$ cat config.mk
export PLATFORM = sky130hd
export DESIGN_NAME = serial_subtractor
export DESIGN_NICKNAME = d
export VERILOG_FILES = /design/src/rtl/serial_subtractor.sv
export SDC_FILE = /design/constraint.sdc
export NUM_CORES = 1
export LEC_CHECK = 0
export CORE_UTILIZATION = 44
export DETAILED_ROUTE_END_ITERATION = 16
export GPL_TIMING_DRIVEN = 0
export PLACE_DENSITY = 0.74
export RECOVER_POWER = 100
export SETUP_SLACK_MARGIN = 0.02
export SLEW_MARGIN = 20
export SYNTH_ARGS = -nofsm -noshare
export SYNTH_HDL_FRONTEND = slang
export SYNTH_SLANG_ARGS = --single-unit
$ cat constraint.sdc
create_clock -name clk -period 1.6 [get_ports clk]
set_input_delay 0.32 -clock clk [delete_from_list [all_inputs] [get_ports clk]]
set_output_delay 0.32 -clock clk [all_outputs]
set_load 0.01 [all_outputs]
$ cat src/rtl/serial_subtractor.sv
// serial_subtractor: bit-serial a - b - bin, LSB first.
// One full-subtractor cell, registered borrow, start/done handshake.
module serial_subtractor #(
    parameter int WIDTH = 8
) (
    input  logic             clk,
    input  logic             rst_n,
    input  logic             start,
    input  logic [WIDTH-1:0] a,
    input  logic [WIDTH-1:0] b,
    input  logic             bin,
    output logic             busy,
    output logic             done,
    output logic [WIDTH-1:0] diff,
    output logic             bout,
    output logic             ovf
);

    localparam int CW = (WIDTH > 1) ? $clog2(WIDTH) : 1;
    localparam logic [CW-1:0] LAST = CW'(WIDTH - 1);

    typedef enum logic [1:0] {
        IDLE,
        RUN,
        DONE
    } state_t;

    state_t state;
    state_t state_nxt;

    // a_sh doubles as the result shifter: each consumed
    // minuend bit leaves room at the top for one result bit
    logic [WIDTH-1:0] a_sh;
    logic [WIDTH-1:0] b_sh;
    logic             br;
    logic [CW-1:0]    cnt;
    logic             a_msb;
    logic             b_msb;

    logic x;
    logic y;
    logic d;
    logic br_nxt;
    logic accept;
    logic step;
    logic last;

    // full-subtractor cell on the current LSBs
    always_comb begin
        x      = a_sh[0];
        y      = b_sh[0];
        d      = x ^ y ^ br;
        br_nxt = (~x & y) | (~(x ^ y) & br);
    end

    // state register
    always_ff @(posedge clk or negedge rst_n) begin
        if (!rst_n) begin
            state <= IDLE;
        end else begin
            state <= state_nxt;
        end
    end

    // next-state and datapath control
    always_comb begin
        state_nxt = state;
        accept    = 1'b0;
        step      = 1'b0;
        last      = 1'b0;
        unique case (state)
            IDLE: begin
                if (start) begin
                    accept    = 1'b1;
                    state_nxt = RUN;
                end
            end
            RUN: begin
                step = 1'b1;
                if (cnt == LAST) begin
                    last      = 1'b1;
                    state_nxt = DONE;
                end
            end
            DONE: begin
                if (start) begin
                    accept    = 1'b1;
                    state_nxt = RUN;
                end else begin
                    state_nxt = IDLE;
                end
            end
            default: begin
                state_nxt = IDLE;
            end
        endcase
    end

    // operand shifters, borrow and bit counter
    always_ff @(posedge clk or negedge rst_n) begin
        if (!rst_n) begin
            a_sh  <= '0;
            b_sh  <= '0;
            br    <= 1'b0;
            cnt   <= '0;
            a_msb <= 1'b0;
            b_msb <= 1'b0;
        end else if (accept) begin
            a_sh  <= a;
            b_sh  <= b;
            br    <= bin;
            cnt   <= '0;
            a_msb <= a[WIDTH-1];
            b_msb <= b[WIDTH-1];
        end else if (step) begin
            a_sh <= {d, a_sh[WIDTH-1:1]};
            b_sh <= {1'b0, b_sh[WIDTH-1:1]};
            br   <= br_nxt;
            if (!last) begin
                cnt <= cnt + CW'(1);
            end
        end
    end

    // result registers, updated only on entry to DONE
    always_ff @(posedge clk or negedge rst_n) begin
        if (!rst_n) begin
            diff <= '0;
            bout <= 1'b0;
            ovf  <= 1'b0;
        end else if (last) begin
            diff <= {d, a_sh[WIDTH-1:1]};
            bout <= br_nxt;
            ovf  <= (a_msb ^ b_msb) & (d ^ a_msb);
        end
    end

    assign busy = (state == RUN);
    assign done = (state == DONE);

endmodule

==> flow_results.org, run 1 <==
** Status
- The flow ran to the end, and the final reports show no timing, DRC or antenna violations.

** Clock network
- In this run the number of H-tree levels came out at 2.
- The tree built by TritonCTS fans out to 34 sinks.
- Clock transition at the register clock pins on the worst setup and hold paths after CTS :: 0.10 ns
- Clock tree synthesis inserted a total of 5 buffers.
- Clock buffer depth :: 2
- TritonCTS built the clock tree.
- Clock tree synthesis selected as its root buffer the cell sky130_fd_sc_hd__clkbuf_4.
- Clock latency on the worst-skew pair :: 0.34 ns

** Global routing
- Wire length of the first global-routing pass :: 5150 um
- For met3 alone, demand over resource in global routing was 0.0786.
- Largest net degree at the start of global routing :: 19
- Total global routing track utilization :: 0.207
- Via count of the first global-routing pass :: 1159
- For met2 alone, demand over resource in global routing was 0.331.
- The number of antenna violations at the first check in global routing came to 0.
- Most used routing layer :: met2
- Routing usage on met1 :: 0.244
- Sum of overflow across all layers after global routing :: 0

** Routing
- Count of antenna-violating nets left after detailed routing :: 0
- 1st-iter DRT viols :: 38
- Detailed-router iteration count before antenna repair :: 4
- Via density :: 5.22
- In the routed design, unresolved DRC markers number 0.
- Sum of routed wire length over all layers :: 3400 um
- The routed layout has 1191 vias.
- Final routed wire length divided by cell count :: 14.9 um

** Floorplanning
- Height of the chip :: 59.5 um
- The region available for standard cell placement spans 3100 um2.
- Effective utilization at floorplan :: 0.469
- Cell Rows :: 20
- Die Area :: 3540 um2
- I/O pin total :: 32
- Measured along the x axis, the die boundary spans 59.5 um.

** Yosys
- By instance count, the leading cell after synthesis is sky130_fd_sc_hd__dfrtp_1.
- In this run, distinct cell masters in the synthesized netlist total 28.
- Number of instances in the synthesized netlist :: 137
- Fraction of post-synthesis cell area in the top cell type by area :: 0.585
- #FFs+latches synth :: 34
- sky130_fd_sc_hd__dfrtp_1 takes more of the synthesized area than any other cell.
- Average footprint of a synthesized cell :: 10.6 um2
- In this run, synthesis inferred 0 flip-flops with an integrated enable.
- Synthesis produced a netlist with a net count of 160.
- Top cells by count, synth :: 34 x sky130_fd_sc_hd__dfrtp_1, 25 x sky130_fd_sc_hd__nand2_1, 10 x sky130_fd_sc_hd__nor2_1
- Post-synthesis instance area :: 1460 um2
- In the synthesized netlist the async set-or-reset flop fraction comes to 1.00.
- Part of the Yosys area used for sequential elements :: 0.585
- Yosys printed 0 warnings.
- Top FF cell, synth :: sky130_fd_sc_hd__dfrtp_1
- In the post-synthesis netlist, the biggest area contributors are sky130_fd_sc_hd__dfrtp_1 58%, sky130_fd_sc_hd__nand2_1 6.4%, sky130_fd_sc_hd__mux2_2 6.2%.

** Timing
- RSZ-0062 raised after global routing :: yes
- Max-slew violation count :: 0
- Endpoints failing setup :: 0
- Summed over all failing endpoints, the final setup total negative slack is 0 ns.
- The worst path in the final design needs a cycle of 1.56 ns, including I/O delays and setup.
- Of the available clock period, the critical path in the final layout requires 0.976.
- For this run, the top clock speed supported by timing is 641 MHz.
- Measured against its own limit, the worst slew margin works out to 0.713.
- The number of hold violations in the final report was 0.
- For the pin with the worst max-slew slack, the measured transition is 0.430 ns.
- Across the routed clock network, the largest skew measured is 0.00688 ns.

** Place
- After detailed placement, the total cell area comes to 1840 um2.
- In this run, placement finished with an instance count of 213.
- HPWL reported at the end of detailed placement :: 2270 um
- Input and output buffers added on the ports amount to 31.
- Final weighted congestion in routability-driven placement :: 0.841

** Critical path
- STA puts the critical path data required time at 1.83 ns.
- STA classifies the critical path startpoint as a register.
- By startpoint and endpoint, the worst setup path is classified as register to register.
- For the worst setup path, the data arrival time is 1.79 ns.
- CP endpoint kind :: register
- Critical Path Fanout Max :: 5

** Cells and area
- Post-layout instance area :: 1980 um2
- Cell Count, Final, Fillers Out :: 228
- Area delta synth->final :: 35.9%
- Fill cells in the final layout number 271.
- In the final design database the tool counted 208 nets.
- In the final layout, the share of cells above drive strength 1 is 0.201.
- Flip-flop and latch area :: 852 um2
- The number of antenna diodes in the final layout is 0.
- Area taken by multi-input logic gates :: 564 um2

** Power
- The share of total power dissipated in the clock network is 0.124.
- Proportion of total power due to net switching :: 0.364
- Power per Cell Area :: 1900 nW/um2
- Switching component of the power :: 1.37 mW
- VDD sags by at most 875 uV.
- Comb power frac :: 0.465
- Leakage power :: 0.909 nW
- The internal power of the cells totals 2.40 mW.
- Relative contribution of sequential cells to total power :: 0.411

** Run
- Max-cap violations in this run came to 0.

** Worst hold path
- The tightest min-delay check is of the input port to asynchronous set/reset pin type.
## cell type report
cell class                      instances  area share
Sequential cell                        34       0.431
Multi-Input combinational cell         89       0.285
Timing Repair Buffer                   42       0.196
Tap cell                               44      0.0278
Clock buffer                            6      0.0259
Buffer                                  7      0.0228
Inverter                                6      0.0114
## metal layers
layer | vias to the layer above | wire length [um]
li1 | 567 | -
met1 | 586 | 1370
met2 | 32 | 1790
met3 | 6 | 184
met4 | 0 | 56
met5 | - | 0
## worst max-delay path, cell delays in order (launching register included)
cell,delay [ns]
sky130_fd_sc_hd__dfrtp_1,0.41
sky130_fd_sc_hd__ha_2,0.18
sky130_fd_sc_hd__ha_2,0.17
sky130_fd_sc_hd__nand3b_1,0.20
sky130_fd_sc_hd__buf_6,0.17
sky130_fd_sc_hd__mux2_2,0.32
## power by group through the flow
stage | sequential, mW | clock [mW] | combinational [mW]
finish | 1.55 | 0.467 | 1.75
global route | 1.60 | 0.518 | 1.94
CTS | 1.54 | 0.484 | 1.67
detailed placement | 1.55 | 0 | 1.62
global placement | 1.52 | 0 | 1.54
floorplan | 1.54 | 0 | 0.996
## metrics by stage
step                 util  setup WS (ns)  power (mW)  hold slack [ns]
finish              0.638         0.0389        3.77            0.446
CTS                 0.621        0.00679        3.70            0.456
detailed placement  0.594         -0.262        3.18            0.292
global placement    0.587         -0.458        3.06            0.463
floorplan               -         0.0467        2.54           0.0244
global route        0.638      -0.000677        4.06            0.449
## cell usage in the layout (no fill, tap or decap), drive strengths merged, types with 3 or more instances in the layout
cell           instances
inv                    6
a22oi                  5
nor2                  10
dfrtp                 34
clkdlybuf4s25          8
mux2                   8
nand3                  8
clkdlybuf4s50         19
o21ai                  5
a221o                  3
clkbuf                10
buf                   15
nand2                 25
nor2b                  3
a31oi                  7
## kinds of logic (layout without fill, tap and decap cells)
| family | count (synthesis) | after routing | synth area share |
|---|---|---|---|
| simple gates | 54 | 54 | 0.167 |
| flops | 34 | 34 | 0.585 |
| compound gates | 24 | 24 | 0.113 |
| buf+inv | 14 | 61 | 0.0430 |
| mux | 8 | 8 | 0.0619 |
| fa+ha+maj | 3 | 3 | 0.0310 |
## path summary, 6_finish.rpt
check	depth (start not counted)	endpoint	slack [ns]	start
hold / removal	2	a_sh[1]	0.45	rst_n
hold reg to reg	2	ovf	0.49	ovf
setup / recovery	5	diff[3]	0.04	cnt[0]
max in group asynchronous	3	b_sh[7]	0.42	rst_n
setup reg to reg	5	diff[3]	0.04	cnt[0]
min in group clk	2	ovf	0.49	ovf
## timing repair
| action | CTS | global route |
|---|---|---|
| gates cloned | 0 | 1 |
| buffers inserted | 2 | 6 |
| gates resized for setup | 12 | 15 |
| pin swaps | 0 | 1 |
| endpoints found under the hold margin | 17 | 0 |
| endpoints found under the setup margin | 11 | 19 |
| hold buffers | 1 | 0 |
## registers in the layout, summed over array words and instances, names as in the netlist
name	count
b_sh	8
state	2
diff	8
br	1
ovf	1
a_msb	1
b_msb	1
bout	1
cnt	3
a_sh	8
Power figures use the tool's default switching activity.
==> run 2: changes to the inputs <==
--- a/config.mk
+++ b/config.mk
@@ -5,12 +5,14 @@
 export SDC_FILE = /design/constraint.sdc
 export NUM_CORES = 1
 export LEC_CHECK = 0
-export CORE_UTILIZATION = 44
+export CORE_UTILIZATION = 46
+export CTS_BUF_LIST = sky130_fd_sc_hd__clkbuf_4 sky130_fd_sc_hd__clkbuf_8
 export DETAILED_ROUTE_END_ITERATION = 16
 export GPL_TIMING_DRIVEN = 0
-export PLACE_DENSITY = 0.74
+export PLACE_DENSITY = 0.77
 export RECOVER_POWER = 100
 export SETUP_SLACK_MARGIN = 0.02
+export SKIP_LAST_GASP = 1
 export SLEW_MARGIN = 20
 export SYNTH_ARGS = -nofsm -noshare
 export SYNTH_HDL_FRONTEND = slang
==> flow_results.org, run 2 (same netlist as run 1, synthesis figures left out) <==
** Routing
- The routed length per instance is 13.9 um (was 14.9 um).
- Detailed-router iteration count before antenna repair :: 4 (unchanged)
- Count of antenna-violating nets left after detailed routing :: 0 (unchanged)
- Final routed DRC violation total :: 0 (unchanged)
- The via count normalized by instance count was 5.19 (was 5.22).
- The number of vias after detailed routing is 1173 (was 1191).
- Sum of routed wire length over all layers :: 3140 um (was 3400 um)
- The number of violations reported at the end of detailed-routing iteration 0 was 33 (was 38).

** Global routing
- The first-pass GRT wire length was 5060 um (was 5150 um).
- The largest net degree at the start of global routing came to 34 (was 19).
- The number of antenna violations at the first check in global routing was 0 (unchanged).
- Via count of the first global-routing pass :: 1194 (was 1159)
- The overall track demand over capacity in global routing is 0.204 (was 0.207).
- The total global routing overflow is 0 (unchanged).

** Cells and area
- The most common cell after layout, fill and taps aside was sky130_fd_sc_hd__dfrtp_1 (unchanged).
- Fraction of layout cells with a size suffix above 1 :: 0.192 (was 0.201)
- The final-layout fill cell count is 288 (was 271).
- Antenna diodes :: 0 (unchanged)
- Area taken by multi-input logic gates :: 559 um2 (was 564 um2)
- Post-layout instance area :: 1950 um2 (was 1980 um2)
- The post-layout net count was 204 (was 208).
- Commonest cells after routing, fill and taps aside :: 33 x sky130_fd_sc_hd__dfrtp_1, 25 x sky130_fd_sc_hd__nand2_1, 20 x sky130_fd_sc_hd__clkdlybuf4s50_1, 10 x sky130_fd_sc_hd__nor2_1 (was 33 x sky130_fd_sc_hd__dfrtp_1, 25 x sky130_fd_sc_hd__nand2_1, 19 x sky130_fd_sc_hd__clkdlybuf4s50_1, 10 x sky130_fd_sc_hd__nor2_1)
- Flip-flop and latch area :: 852 um2 (unchanged)
- Registers with the highest flip-flop counts :: a_sh: 8 flops, b_sh: 8 flops, diff: 8 flops (unchanged)
- Area delta synth->final :: 33.7% (was 35.9%)

** Place
- Worst Setup Slack post-DPL :: -0.254 ns (was -0.262 ns)
- The HPWL after detailed placement was 2160 um (was 2270 um).
- The placer's final routability congestion estimate was 0.831 (was 0.841).
- Cell area after placement :: 1840 um2 (about the same)
- The number of input and output port buffers inserted is 31 (unchanged).

** Timing
- Top achievable clock speed :: 625 MHz (was 641 MHz)
- Final worst path period share :: 1.00 (was 0.976)
- The aggregate negative setup slack came to -0.000959 ns (was 0 ns).
- RSZ-0062 raised after global routing: yes (unchanged).
- Post-route minimum period :: 1.60 ns (was 1.56 ns)
- Number of hold violations in the final report :: 0 (unchanged)
- Max-slew violation count :: 0 (unchanged)
- The relative max-transition margin came to 0.465 (was 0.713).
- The final worst slack came to -0.000959 ns (was 0.0389 ns).
- The number of endpoints failing setup at the final stage is 1 (was 0).
- The slew at the pin closest to its max-slew limit was 0.803 ns (was 0.430 ns).
- The worst clock skew was 0.0129 ns (was 0.00688 ns).

** Clock network
- Clock latency on the worst-skew pair :: 0.34 ns (about the same)
- The CTS tree was done (unchanged).
- Root Buffer Master :: sky130_fd_sc_hd__clkbuf_4 (unchanged)
- The number of sinks driven by the clock tree came to 34 (unchanged).
- H-tree level count :: 2 (unchanged)
- Clock transition at the register clock pins on the worst setup and hold paths after CTS :: 0.11 ns (was 0.10 ns)
- Number of buffers inserted during clock tree synthesis :: 5 (unchanged)
- The number of buffers on the longest clock path came to 2 (unchanged).

** Floorplanning
- The placeable core region came to 3030 um2 (was 3100 um2).
- Cell Rows :: 20 (unchanged)
- X dimension of the die :: 58.2 um (was 59.5 um)
- Effective utilization at floorplan :: 0.481 (was 0.469)
- I/O pin total :: 32 (unchanged)
- Height of the chip :: 58.2 um (was 59.5 um)
- The die area was 3390 um2 (was 3540 um2).

** Critical path
- Cell Chain, Critical Path: nand2b_4 -> inv_2 -> buf_6 -> clkbuf_2 (was ha_2 -> ha_2 -> nand3b_1 -> buf_6 -> mux2_2).
- Largest stage delay, worst path :: 0.42 ns (was 0.41 ns)
- Required time of the critical path :: 1.28 ns (was 1.83 ns)
- The launch point of the worst reg-to-reg path is cnt[0] (unchanged).
- The category of the worst setup path capture point is a primary output (was register).
- The kind of critical path is register to primary output (was register to register).
- Critical Path Fanout Max :: 10 (was 5)
- The launching instance or port of the critical path is state[1] (was cnt[0]).
- The arrival time at the worst endpoint is 1.28 ns (was 1.79 ns).
- The cell at the slowest stage of the critical path is sky130_fd_sc_hd__dfrtp_1 (unchanged).
- The nature of the critical path startpoint is a register (unchanged).
- Worst path buffer plus inverter count :: 3 (was 1)
- The family of cells with the greatest summed delay on the critical path is flip-flops (unchanged).

** Power
- Power per Cell Area :: 1900 nW/um2 (about the same)
- Worst supply voltage drop on vdd :: 784 uV (was 875 uV)
- Leakage power :: 0.872 nW (was 0.909 nW)

** Status
- Status :: finished with violations (was complete, no violations)
- Violated checks :: negative setup slack

** Run
- Max-cap check violation count :: 0 (unchanged)

** Worst hold path
- The class of the tightest hold or removal check is input port to asynchronous set/reset pin (unchanged).
run 2: cell count changes in the layout (fill, tap and decap cells not counted), sizes merged:
cell	change
buf	-5
clkbuf	+1
clkdlybuf4s15	+1
clkdlybuf4s25	-1
clkdlybuf4s50	+1
clkinv	+1
clkinvlp	+1
dlygate4sd2	-1
run 2: through the flow:
| step | cells | hold WS (ns) | power (mW) | util |
|---|---|---|---|---|
| 5_1_grt | 226 | 0.277 | 3.96 | 0.643 |
| 4_1_cts | 224 | 0.283 | 3.69 | 0.639 |
| 3_5_place_dp | 213 | 0.120 | 3.16 | 0.606 |
| 6_report | 226 | 0.268 | 3.69 | 0.643 |
| 2_1_floorplan | 137 | 0.0244 | 2.54 | - |
| 3_3_place_gp | 212 | 0.463 | 3.06 | 0.601 |
run 2: per-layer routing:
layer / vias to the layer above / routed length, um / track usage
li1: 554 / - / -
met1: 571 / 1330 / 0.234
met2: 37 / 1560 / 0.343
met3: 11 / 173 / 0.0647
met4: 0 / 69 / 0.0986
met5: - / 0 / 0
run 2: cell type report:
cell class,count,share of cell area
sequential,34,0.438
multi-input combinational,89,0.287
timing repair buffer,38,0.179
tap,44,0.0283
clock buffer,6,0.0264
buffer,7,0.0232
inverter,6,0.0116
clock inverter,2,0.00643
run 2: final timing paths:
kind / depth (start not counted) / slack (ns) / endpoint
worst min-delay path: 2 / 0.27 / diff[3]
worst max-delay path: 4 / -0.001 / busy
worst min register to register: 2 / 0.49 / ovf
max in group asynchronous: 3 / 0.33 / state[0]
min in group clk: 2 / 0.49 / ovf
worst max register to register: 5 / 0.09 / diff[1]
run 2: what timing repair did:
action	in CTS	in global routing
pin swaps	0	0
resized for setup	7	16
hold buffers	1	0
gates cloned	0	1
buffers inserted	3	1
hold endpoints to repair	34	0
endpoints found under the setup margin	11	17
run 2: where the power goes:
part / leakage, nW / internal [mW] / switching (mW) / total (mW)
clock: 0.0343 / 0.211 / 0.291 / 0.502
sequential: 0.407 / 1.28 / 0.269 / 1.55
combinational: 0.431 / 0.838 / 0.800 / 1.64
==> run 3: changes to the inputs <==
--- a/config.mk
+++ b/config.mk
@@ -5,11 +5,11 @@
 export SDC_FILE = /design/constraint.sdc
 export NUM_CORES = 1
 export LEC_CHECK = 0
-export CORE_UTILIZATION = 46
+export CORE_UTILIZATION = 45
 export CTS_BUF_LIST = sky130_fd_sc_hd__clkbuf_4 sky130_fd_sc_hd__clkbuf_8
 export DETAILED_ROUTE_END_ITERATION = 16
 export GPL_TIMING_DRIVEN = 0
-export PLACE_DENSITY = 0.77
+export PLACE_DENSITY = 0.75
 export RECOVER_POWER = 100
 export SETUP_SLACK_MARGIN = 0.02
 export SKIP_LAST_GASP = 1
==> flow_results.org, run 3 (same netlist as run 1, synthesis figures left out) <==
** Status
- Status: complete, no violations (was finished with violations).

** Critical path
- The arrival time at the worst endpoint came to 1.21 ns (was 1.28 ns).
- CP endpoint kind :: primary output (unchanged)
- Startpoint type of the worst setup path :: register (unchanged)
- FF-to-FF End :: diff[7] (was diff[1])
- The launch point of the worst reg-to-reg path is cnt[0] (unchanged).
- Critical Path Fanout Max :: 3 (was 10)
- Type of the setup path with the least slack :: register to primary output (unchanged)
- Depth of the worst register-to-register path :: 5 (unchanged)
- The reg2reg setup slack was 0.10 ns (was 0.09 ns).
- The endpoint required time on the critical path was 1.28 ns (about the same).

** Routing
- Via density :: 5.06 (was 5.19)
- Final routed DRC violation total :: 0 (unchanged)
- The antenna violation net count after detailed routing is 0 (unchanged).
- Sum of routed wire length over all layers :: 3020 um (was 3140 um)
- 1st-iter DRT viols :: 31 (was 33)
- Final routed wire length divided by cell count :: 13.0 um (was 13.9 um)
- Detailed-router iteration count before antenna repair :: 4 (unchanged)
- Routed via count :: 1174 (was 1173)

** Floorplanning
- The top-level port count is 32 (unchanged).
- Die Area :: 3470 um2 (was 3390 um2)
- The starting density of the core is 0.477 (was 0.481).
- The height of the die was 58.9 um (was 58.2 um).
- X dimension of the die :: 58.9 um (was 58.2 um)
- The placeable core region came to 3050 um2 (was 3030 um2).
- The number of placement rows is 20 (unchanged).

** Timing
- The number of hold violations in the final report came to 0 (unchanged).
- Max-slew violation count :: 0 (unchanged)
- Post-route minimum period :: 1.53 ns (was 1.60 ns)
- Post-Route Setup TNS :: 0 ns (was -0.000959 ns)
- Slew at the pin closest to its max-slew limit :: 0.799 ns (was 0.803 ns)
- The portion of the clock cycle consumed by the worst path in the final layout is 0.959 (was 1.00).
- Endpoints failing setup :: 0 (was 1)
- Layout Skew :: 0.00909 ns (was 0.0129 ns)
- The maximum achievable frequency is 652 MHz (was 625 MHz).
- RSZ-0062 raised after global routing: yes (unchanged).
- The relative max-transition margin is 0.467 (was 0.465).

** Global routing
- Met3 GRT Util :: 0.0659 (was 0.0647)
- Via count of the first global-routing pass :: 1073 (was 1194)
- The layer with the highest usage is met2 (unchanged).
- The global-route met1 utilization was 0.256 (was 0.234).
- The global routing usage on met2 is 0.305 (was 0.343).
- Total global routing track utilization :: 0.196 (was 0.204)
- Antenna violations before repair :: 0 (unchanged)
- Wire length of the first global-routing pass :: 4880 um (was 5060 um)
- The largest net degree at the start of global routing is 34 (unchanged).
- The total global routing overflow came to 0 (unchanged).

** Clock network
- Clock transition at the register clock pins on the worst setup and hold paths after CTS :: 0.10 ns (was 0.11 ns)
- Sinks on Clock Net :: 34 (unchanged)
- The number of buffers created by CTS is 5 (unchanged).
- Root Buffer Master :: sky130_fd_sc_hd__clkbuf_4 (unchanged)
- The number of buffers on the longest clock path came to 2 (unchanged).
- The CTS H-tree depth came to 2 (unchanged).
- Clock latency on the worst-skew pair :: 0.34 ns (about the same)
- The CTS tree is done (unchanged).

** Place
- The number of input and output port buffers inserted was 31 (unchanged).
- The HPWL after detailed placement is 2030 um (was 2160 um).
- The instance area after placement came to 1840 um2 (unchanged).
- The placer's final routability congestion estimate is 0.853 (was 0.831).
- Cells after DPL :: 213 (unchanged)

** Power
- Leakage power :: 0.913 nW (was 0.872 nW)
- The switching power came to 1.34 mW (was 1.36 mW).
- The total power of the final layout was 3.78 mW (was 3.69 mW).
- The switching fraction of total power came to 0.354 (was 0.369).
- The clock power share came to 0.134 (was 0.136).
- Worst supply voltage drop on vdd :: 812 uV (was 784 uV)
- Power per Cell Area :: 1890 nW/um2 (was 1900 nW/um2)
- The combinational cell fraction of total power came to 0.461 (was 0.444).
- Relative contribution of sequential cells to total power :: 0.404 (was 0.420)
- The internal power consumption was 2.44 mW (was 2.33 mW).

** Cells and area
- The fraction of layout instances using a drive strength above 1 is 0.223 (was 0.192).
- Commonest cells after routing, fill and taps aside: 33 x sky130_fd_sc_hd__dfrtp_1, 25 x sky130_fd_sc_hd__nand2_1, 18 x sky130_fd_sc_hd__clkdlybuf4s50_1, 10 x sky130_fd_sc_hd__nor2_1, 10 x sky130_fd_sc_hd__clkdlybuf4s25_1 (was 33 x sky130_fd_sc_hd__dfrtp_1, 25 x sky130_fd_sc_hd__nand2_1, 20 x sky130_fd_sc_hd__clkdlybuf4s50_1, 10 x sky130_fd_sc_hd__nor2_1).
- Post-layout instance area :: 2000 um2 (was 1950 um2)
- Cell Count, Final, Fillers Out :: 232 (was 226)
- The post-layout net count was 210 (was 204).
- Registers with the highest flip-flop counts: a_sh: 8 flops, b_sh: 8 flops, diff: 8 flops (unchanged).
- Antenna diodes :: 0 (unchanged)
- Most common library cell in the layout ignoring fill and taps :: sky130_fd_sc_hd__dfrtp_1 (unchanged)
- Area delta synth->final :: 37.6% (was 33.7%)

** Worst hold path
- The class of the tightest hold or removal check is input port to asynchronous set/reset pin (unchanged).

** Run
- The number of violations of the max-capacitance limit is 0 (unchanged).
## run 3: layout make-up
type / count / area [um2]
Inverter: 6 / 22.5
Buffer: 7 / 47.5
Clock inverter: 1 / 5.00
Sequential cell: 34 / 852
Multi-Input combinational cell: 89 / 557
Clock buffer: 7 / 58.8
Timing Repair Buffer: 44 / 404
Tap cell: 44 / 55.1
Fill cell: 270 / 1050
## run 3: metrics by stage
| step | hold WS, ns | utilization | setup WS [ns] |
|---|---|---|---|
| after global routing | 0.270 | 0.656 | -0.0123 |
| final | 0.272 | 0.656 | 0.0652 |
| after floorplan | 0.0244 | - | 0.0467 |
| after detailed placement | 0.120 | 0.601 | -0.290 |
| after CTS | 0.285 | 0.636 | -0.129 |
| after global placement | 0.462 | 0.596 | -0.450 |
## run 3: timing repair
item                                    CTS  global route
gates cloned                              0             1
endpoints found under the setup margin   10            28
setup buffers                             3             7
hold endpoints to repair                 34             0
hold buffers                              1             0
resized for setup                         9            20
## run 3: power groups by stage
stage / Sequential (mW) / Clock (mW) / Combinational [mW]
global placement: 1.53 / 0 / 1.53
CTS: 1.53 / 0.522 / 1.64
global route: 1.58 / 0.562 / 1.93
finish: 1.53 / 0.508 / 1.74
floorplan: 1.54 / 0 / 0.996
detailed placement: 1.54 / 0 / 1.59
## run 3: worst max path at each step
stage	startpoint	end	slack, ns	depth (start not counted)
after CTS	state[1]	busy	-0.13	4
after global placement	rst_n	b_sh[6]	-0.45	1
after global routing	state[1]	done	-0.01	3
after floorplan	cnt[0]	diff[3]	0.05	5
after detailed placement	state[1]	busy	-0.29	4
final	state[1]	done	0.07	3
## run 3: layer usage
metal | wire length, um | vias up
met2 | 1420 | 44
met3 | 174 | 5
met4 | 51 | 0
li1 | - | 570
met1 | 1370 | 555
met5 | 0 | -
## run 3: worst max-delay path: stages (launching register included)
cell and delay, ns:
sky130_fd_sc_hd__dfrtp_1 0.40, sky130_fd_sc_hd__buf_4 0.14, sky130_fd_sc_hd__nor2b_1 0.11, sky130_fd_sc_hd__clkdlybuf4s15_1 0.22
